--- src/rtl/arrow_spawn_scheduler.sv ---
// rtl/arrow_spawn_scheduler.sv - run-state FSM, tempo-ramped lane spawner and fall-speed publisher
// Optional per-lane spacing counters are compiled in with `define ARROW_SCHED_LANE_GAP_EN.
module arrow_spawn_scheduler #(
    parameter int BASE_PERIOD      = 200,
    parameter int MIN_PERIOD       = 40,
    parameter int PERIOD_STEP      = 4,
    parameter int LANE_GAP         = 20,
    parameter int COUNTDOWN_FRAMES = 120
) (
    input  logic        clk,
    input  logic        reset,
    input  logic        frame_tick,
    input  logic        start,
    input  logic        stop,
    input  logic        pause,
    input  logic [4:0]  rand_bits,
    input  logic [10:0] score,
    input  logic [3:0]  lane_free,
    output logic        spawn_valid,
    output logic [1:0]  spawn_lane,
    input  logic        spawn_ready,
    output logic [2:0]  speed,
    output logic [1:0]  state,
    output logic [7:0]  skip_count
);

    typedef enum logic [1:0] {S_IDLE, S_COUNTDOWN, S_RUN, S_PAUSED} state_t;

    localparam logic [15:0] BASE16 = 16'(BASE_PERIOD);
    localparam logic [15:0] MIN16  = 16'(MIN_PERIOD);
    localparam logic [15:0] CD16   = 16'(COUNTDOWN_FRAMES);

    state_t      st, st_nxt;
    logic [15:0] frame_cnt, cnt_inc, ramp, period;
    logic [3:0]  eligible;
    logic [1:0]  pick, idx;
    logic        found, xfer;
    logic [2:0]  speed_calc;
    logic        unused_rand;

    assign state       = st;
    assign cnt_inc     = frame_cnt + 16'd1;
    assign ramp        = {5'd0, score} * 16'(PERIOD_STEP);
    assign period      = (ramp > BASE16 || (BASE16 - ramp) < MIN16) ? MIN16 : BASE16 - ramp;
    assign xfer        = spawn_valid && spawn_ready && !stop;
    assign unused_rand = ^rand_bits[4:2];

    always_comb begin
        if (score <= 11'd5)       speed_calc = 3'd1;
        else if (score <= 11'd10) speed_calc = 3'd2;
        else if (score <= 11'd15) speed_calc = 3'd3;
        else if (score <= 11'd20) speed_calc = 3'd4;
        else                      speed_calc = 3'd5;
    end

    // Walk the search order backwards so the highest-priority eligible lane lands last.
    always_comb begin
        found = 1'b0;
        pick  = rand_bits[1:0];
        idx   = rand_bits[1:0];
        for (int k = 3; k >= 0; k--) begin
            idx = rand_bits[1:0] + 2'(k);
            if (eligible[idx]) begin
                found = 1'b1;
                pick  = idx;
            end
        end
    end

`ifdef ARROW_SCHED_LANE_GAP_EN
    localparam int GW = $clog2(LANE_GAP + 1);
    logic [GW-1:0] gap [4];

    always_comb begin
        for (int i = 0; i < 4; i++)
            eligible[i] = lane_free[i] && (gap[i] == '0);
    end

    always_ff @(posedge clk) begin
        if (reset || (st == S_IDLE && st_nxt == S_COUNTDOWN)) begin
            for (int i = 0; i < 4; i++) gap[i] <= '0;
        end else if (st == S_RUN) begin
            for (int i = 0; i < 4; i++) begin
                if (xfer && spawn_lane == 2'(i))
                    gap[i] <= GW'(LANE_GAP);
                else if (frame_tick && gap[i] != '0)
                    gap[i] <= gap[i] - 1'b1;
            end
        end
    end
`else
    localparam int unused_lane_gap = LANE_GAP;
    assign eligible = lane_free;
`endif

    always_ff @(posedge clk) begin
        if (reset) st <= S_IDLE;
        else       st <= st_nxt;
    end

    always_comb begin
        st_nxt = st;
        if (stop) begin
            st_nxt = S_IDLE;
        end else begin
            case (st)
                S_IDLE:      if (start) st_nxt = S_COUNTDOWN;
                S_COUNTDOWN: if (frame_tick && cnt_inc >= CD16) st_nxt = S_RUN;
                S_RUN:       if (pause && !spawn_valid) st_nxt = S_PAUSED;
                S_PAUSED:    if (!pause) st_nxt = S_RUN;
                default:     st_nxt = S_IDLE;
            endcase
        end
    end

    always_ff @(posedge clk) begin
        if (reset) begin
            frame_cnt   <= '0;
            spawn_valid <= 1'b0;
            spawn_lane  <= 2'd0;
            speed       <= 3'd1;
            skip_count  <= 8'd0;
        end else begin
            if (frame_tick) speed <= speed_calc;
            if (stop) begin
                spawn_valid <= 1'b0;
            end else begin
                case (st)
                    S_IDLE: if (start) begin
                        frame_cnt   <= '0;
                        skip_count  <= 8'd0;
                        spawn_valid <= 1'b0;
                    end
                    S_COUNTDOWN: if (frame_tick)
                        frame_cnt <= (cnt_inc >= CD16) ? 16'd0 : cnt_inc;
                    S_RUN: begin
                        // A pending request freezes the frame counter until it is accepted.
                        if (spawn_valid) begin
                            if (spawn_ready) spawn_valid <= 1'b0;
                        end else if (frame_tick && !pause) begin
                            if (cnt_inc >= period) begin
                                frame_cnt <= '0;
                                if (found) begin
                                    spawn_valid <= 1'b1;
                                    spawn_lane  <= pick;
                                end else if (skip_count != 8'hFF) begin
                                    skip_count <= skip_count + 8'd1;
                                end
                            end else begin
                                frame_cnt <= cnt_inc;
                            end
                        end
                    end
                    default: ;
                endcase
            end
        end
    end

endmodule

--- config.mk ---
export PLATFORM = sky130hd
export DESIGN_NAME = arrow_spawn_scheduler
export DESIGN_NICKNAME = d
export VERILOG_FILES = /design/src/rtl/arrow_spawn_scheduler.sv
export SDC_FILE = /design/constraint.sdc
export NUM_CORES = 1
export LEC_CHECK = 0
export BUFFER_PORTS_ARGS = -buffer_cell sky130_fd_sc_hd__buf_2
export CAP_MARGIN = 20
export CORE_UTILIZATION = 62
export DETAILED_ROUTE_END_ITERATION = 16
export PLACE_DENSITY = 0.86
export SETUP_SLACK_MARGIN = 0.5
export SLEW_MARGIN = 20
export SYNTH_ARGS = -nofsm -noshare
export SYNTH_HDL_FRONTEND = slang
export SYNTH_SLANG_ARGS = --single-unit
--- constraint.sdc ---
create_clock -name clk -period 9.5 [get_ports clk]
set_input_delay 1.425 -clock clk [delete_from_list [all_inputs] [get_ports clk]]
set_output_delay 1.425 -clock clk [all_outputs]
set_load 0.03 [all_outputs]
# Word-level counts from Yosys, hierarchy flattened
# Cells that the tools add are included.
[word_totals]
ff_bits = 32
in_bits = 27
output_inout_bits = 16
wordCells = 102
[op_classes]
n_addsub = 6
order_cmp = 12
n_eq_ne = 14
mux = 47
bitwise_logic = 2
reduce_logical = 15
[op_table]
columns = ["op", "count"]
rows = [
  ["$mux W16", 7],
  ["$mux W8", 6],
  ["$pmux W16 S3", 1],
  ["$le A11 B4 Y1 const B", 2],
  ["$ne A2 B2 Y1 const B", 10],
  ["$add A16 B1 Y16 const B", 1],
  ["$ge A16 B16 Y1", 1],
  ["$ge A16 B7 Y1 const B", 1],
  ["$lt A16 B6 Y1 const B", 1],
  ["$mux W2", 8],
  ["$pmux W8 S2", 1],
  ["$mux W1", 15],
  ["$sub A8 B13 Y14 const A", 1],
  ["$gt A13 B8 Y1 const B", 1],
  ["$lt A2 B3 Y1 const B", 4],
  ["$reduce_and A6 Y1", 2],
  ["$le A11 B3 Y1 const B", 1],
  ["$le A11 B5 Y1 const B", 1],
  ["$mux W3", 3],
  ["$add A8 B1 Y8 const B", 1],
  ["$bmux W1 S2", 4],
  ["$ne A8 B8 Y1 const B", 1],
  ["$pmux W2 S4", 1],
  ["$reduce_and A8 Y1", 1],
  ["15 further kinds", 21],
]

# Logic depth before layout (Yosys ltp)
[depth]
ltp_word = 12
ltp_mapped = 17
ltp_nobuf = 15

# Worst setup path after synthesis
# Ideal clock, no wire load.
[synth_timing]
path_type = "input-to-reg"
startpoint = "in score[2]"
endpoint = "reg frame_cnt[0]"
setup_time_ns = 0.087
t_arrival_ns = 4.601
t_required_ns = 9.413
setup_slack_ns = 4.812
cell_stages = 14
n_path_buf = 2
cell_sequence = "buf_2 -> or3_1 -> or3_1 -> a311oi_2 -> nand2_1 -> ha_1 -> and3_1 -> a221o_1 -> a221o_1 -> a21oi_2 -> and3_1 -> buf_4 -> a21oi_2 -> o31ai_1"
[synth_via]
elab_chain_cells = 9
[synth_rtl]
columns = ["element", "line", "rtl"]
rows = [
  ["start: declaration", "17", "input logic [10:0] score,"],
  ["$sub A8 B13 Y14", "44", "assign period = (ramp > BASE16 || (BASE16 - ramp) < MIN16) ? MIN16 : BASE16 - ramp;"],
  ["$lt A16 B6 Y1", "44", ""],
  ["$logic_or A1 B1 Y1", "44", ""],
  ["$mux W16 (*)", "44", ""],
  ["$ge A16 B16 Y1 (*)", "141", "if (cnt_inc >= period) begin"],
  ["$mux W16 (*)", "141", ""],
  ["$mux W16 (*)", "140", "end else if (frame_tick && !pause) begin"],
  ["$mux W16 (*)", "138", "if (spawn_valid) begin"],
  ["$pmux W16 S3 (*)", "128", "case (st)"],
  ["end signal: assignment", "135", "frame_cnt <= (cnt_inc >= CD16) ? 16'd0 : cnt_inc;"],
  ["end signal: assignment", "150", "frame_cnt <= cnt_inc;"],
  ["end: declaration", "34", "logic [15:0] frame_cnt, cnt_inc, ramp, period;"],
]
# Every way passes the cells marked *; elsewhere a longest branch is shown, timed or not. The select of a mux whose other input is x is not followed.
# A chain may end at the register's enable or synchronous reset.

# Final worst setup path
[layout_timing]
startpoint = "in score[0]"
endpoint = "reg frame_cnt[6]"
# The elaborated chain is that of the path after synthesis.

==> metrics <==
outcome completed; Placed Cells approximately 420; Clock Skews around 0.0064 ns; num rows 23; All-Layer GR Usage between 20% and 30%; Hold Path Sink spawn_lane[1]; CP Launch Type input port; I/O pin count 43; post-synthesis async set-or-reset flop share 0%; CP peak stage delay 0.54 ns; antenna viol nets, final 0; Synth Flop Type dfxtp_1; crit end category register; Mapped Cells about 340; Synth cell types 67; aggregate global routing overflow 0; Layout Nets about 430; Routed WL between 5 and 6 mm; Die ar. 0.00471 mm²; first-pass GRT wire length 9.80 mm; Hold Vio Cnt, Final 0; via count roughly 2.6k; DR DRC count 0; vias in the first global route 2276; Longest Clk Path Bufs 2; flip-flop and latch area approximately 640 µm²; # H-tree levels 2; post-synthesis sequential area ratio 23.3%; adder-cell share of the synthesized area 11.4%; kind of critical path in -> reg; Slew Limit Fails 0; Reg clk slew, reported paths about 0.07 ns; Non-Filler Instances roughly 430; Synth area leaders dfxtp_1 (23%), ha_1 (11%), nand2_1 (4.5%); Core Box Area between 0.004 and 0.005 mm²; f_max between 150 and 200 MHz; Slew HR ~56%; CP Data Arrival Time roughly 5.4 ns; PD cells approximately 96 mW/mm²; vias per inst 6.00; CTS tree done; dpl hpwl approximately 4.4 mm; PortBufs 39; Die W ~70 µm; RSZ-0062 raised after global routing false; # diodes 0; hold path depth 2; met3 WL about 280 µm; CP max-delay cell a311oi_2; commonest non-fill, non-tap cell in the layout buf_2; max-cap viol count 0; Top delay family on crit path compound AO/OA/AOI/OAI gates; Reg-to-Reg End frame_cnt[6]; total power approximately 290 µW; XOR/XNOR Fraction of Synth Area 7.28%; worst r2r src frame_cnt[0]; fill count between 300 and 400; dominant cell type by area after synthesis dfxtp_1; setup_tns 0 ns; number of synthesized flops with an enable pin 0; crit path cell chain buf_2, ha_1, or3_1, or3_1, a311oi_2, nand2_1, ha_1, a21o_1, a21o_1, a221o_1, a21oi_2, and3_1, a21oi_2, o21ai_0; met2 WL post-DR 2.82 mm; Met1 Wirelength 2.70 mm; Pleak 1.30 nW; reg2reg path depth 13; initial core utilization 66.9%; WP depth 14; worst reg-to-reg setup slack ~5.5 ns; Initial DRT Pass Iterations 4; area grow syn2layout 9.37%; hold_sp spawn_lane[1]; #FFs+latches synth 32; clock latency on the worst-skew pair around 0.30 ns; Yosys warning total 0; Compound-Gate Fraction of Synth Area a little over a fifth; worst-path fanout max 10; syn_area_per_cell around 8 µm²; CTS Buf Count 5; critical path data required time roughly 10 ns; quantity of gates resized following cts 0; main combinational cell family by area after synthesis simple AND/OR/NAND/NOR gates; VDD IR max 81.7 µV; post-synthesis mux area share approximately 1.1%; hold buffers post-CTS 0; count of final setup violators 0; part of the cycle the worst path needs approximately 54%; sinks on the clock net 32; HP Class reg -> reg; worst path bufs/invs 1; Yosys top cell area share about a quarter; initial antenna violation count 0; pin count of the biggest net entering global routing 28; clk root buf clkbuf_8; Post-Synth Simple-Gate Area around 30%; top sig layer met4; multi-input logic area around 0.0020 mm²; postcts setup bufs 0; routability congestion estimate 0.852; most frequent cells in the layout buf_2 (39), nand2_1 (33), nor2_1 (32), dfxtp_1 (32), ha_1 (25); Initial DRC Count 160; Final min period about 5.2 ns; Worst-Margin Slew approximately 0.66 ns; share of layout cells above drive strength 1 19.7%; drt wl/cell 14.0 µm; chip height 68.6 µm; synthesized area approximately 0.0028 mm²
==> power breakdown <==
part / total, mW / internal, mW / switching (mW) / leakage (nW)
registers: 0.136 / 0.135 / 0.000807 / 0.258
logic: 0.0412 / 0.0160 / 0.0252 / 0.995
clock network: 0.113 / 0.0578 / 0.0553 / 0.0510
total: 0.290 / 0.209 / 0.0813 / 1.30
==> worst max-delay path by stage <==
stage / start / endpoint
finish: score[0] / frame_cnt[6]
global route: score[0] / frame_cnt[1]
CTS: score[0] / skip_count[5]
detailed placement: score[0] / skip_count[5]
global placement: score[0] / skip_count[5]
floorplan: score[2] / frame_cnt[0]
==> area by class of cell <==
| type | count | area share, % |
|---|---|---|
| repair buffers | 40 | 6.74 |
| inverters | 12 | 1.50 |
| clock inverters | 2 | 0.333 |
| clock buffers | 6 | 2.74 |
| flip-flops and latches | 32 | 21.3 |
| well taps | 50 | 2.08 |
| multi-input cells | 284 | 65.3 |
==> state kept, by name, indices dropped and copies added, names as in the netlist <==
register / cells
frame_cnt: 16
skip_count: 8
speed: 3
spawn_lane: 2
state: 2
spawn_valid: 1
==> cell usage after synthesis, types with 3 or more instances <==
master,n
buf_2,6
or3_1,4
xor2_1,8
or4_1,4
a31oi_1,5
nand2b_1,11
mux2i_1,3
and3_1,6
dfxtp_1,32
nor2_1,32
nor3_1,7
o21ai_0,19
a31o_2,3
nor2b_1,9
a21o_1,5
a22oi_1,9
ha_1,25
nand2_1,33
buf_6,4
nand3_1,8
nand4_1,8
buf_4,3
inv_1,12
a21oi_1,16
clkbuf_1,4
o21a_1,3
xnor2_1,13
==> worst reg2reg max path: stages (launching register included) <==
cell and delay, ns:
dfxtp_1 0.50, ha_1 0.39, nand3_2 0.16, nor2_2 0.34
nand2_1 0.11, xnor2_1 0.24, ha_1 0.28, a21o_1 0.18
a221o_1 0.34, a221o_1 0.33, a21oi_2 0.19, and3_1 0.45
a21oi_2 0.14, o21ai_0 0.23
==> cell families after synthesis <==
kind of cell	Yosys count
flip-flops	32
AO/OA/AOI/OAI	83
AND/OR/NAND/NOR	148
buffers and inverters	29
XOR/XNOR	22
multiplexers	3
other	1
adder cells (fa/ha/maj)	25
==> metrics by stage <==
| stage | instance area (µm²) | utilization, % | hold slack [ns] | setup WS, ns |
|---|---|---|---|---|
| finish | 3010 | 73.1 | 0.484 | 4.35 |
| global route | 3010 | 73.1 | 0.498 | 4.05 |
| CTS | 3000 | 73.0 | 0.478 | 4.31 |
| detailed placement | 2910 | 70.8 | 0.465 | 4.00 |
| global placement | 2910 | 70.8 | 0.459 | 4.09 |
| floorplan | 2760 | - | 0.514 | 4.81 |
==> layer usage <==
layer	GRT usage, %	vias up
met1	32.9	1184
met2	47.9	66
met5	0	-
li1	-	1293
met4	13.3	0
met3	4.93	14
Power figures use the tool's default switching activity.
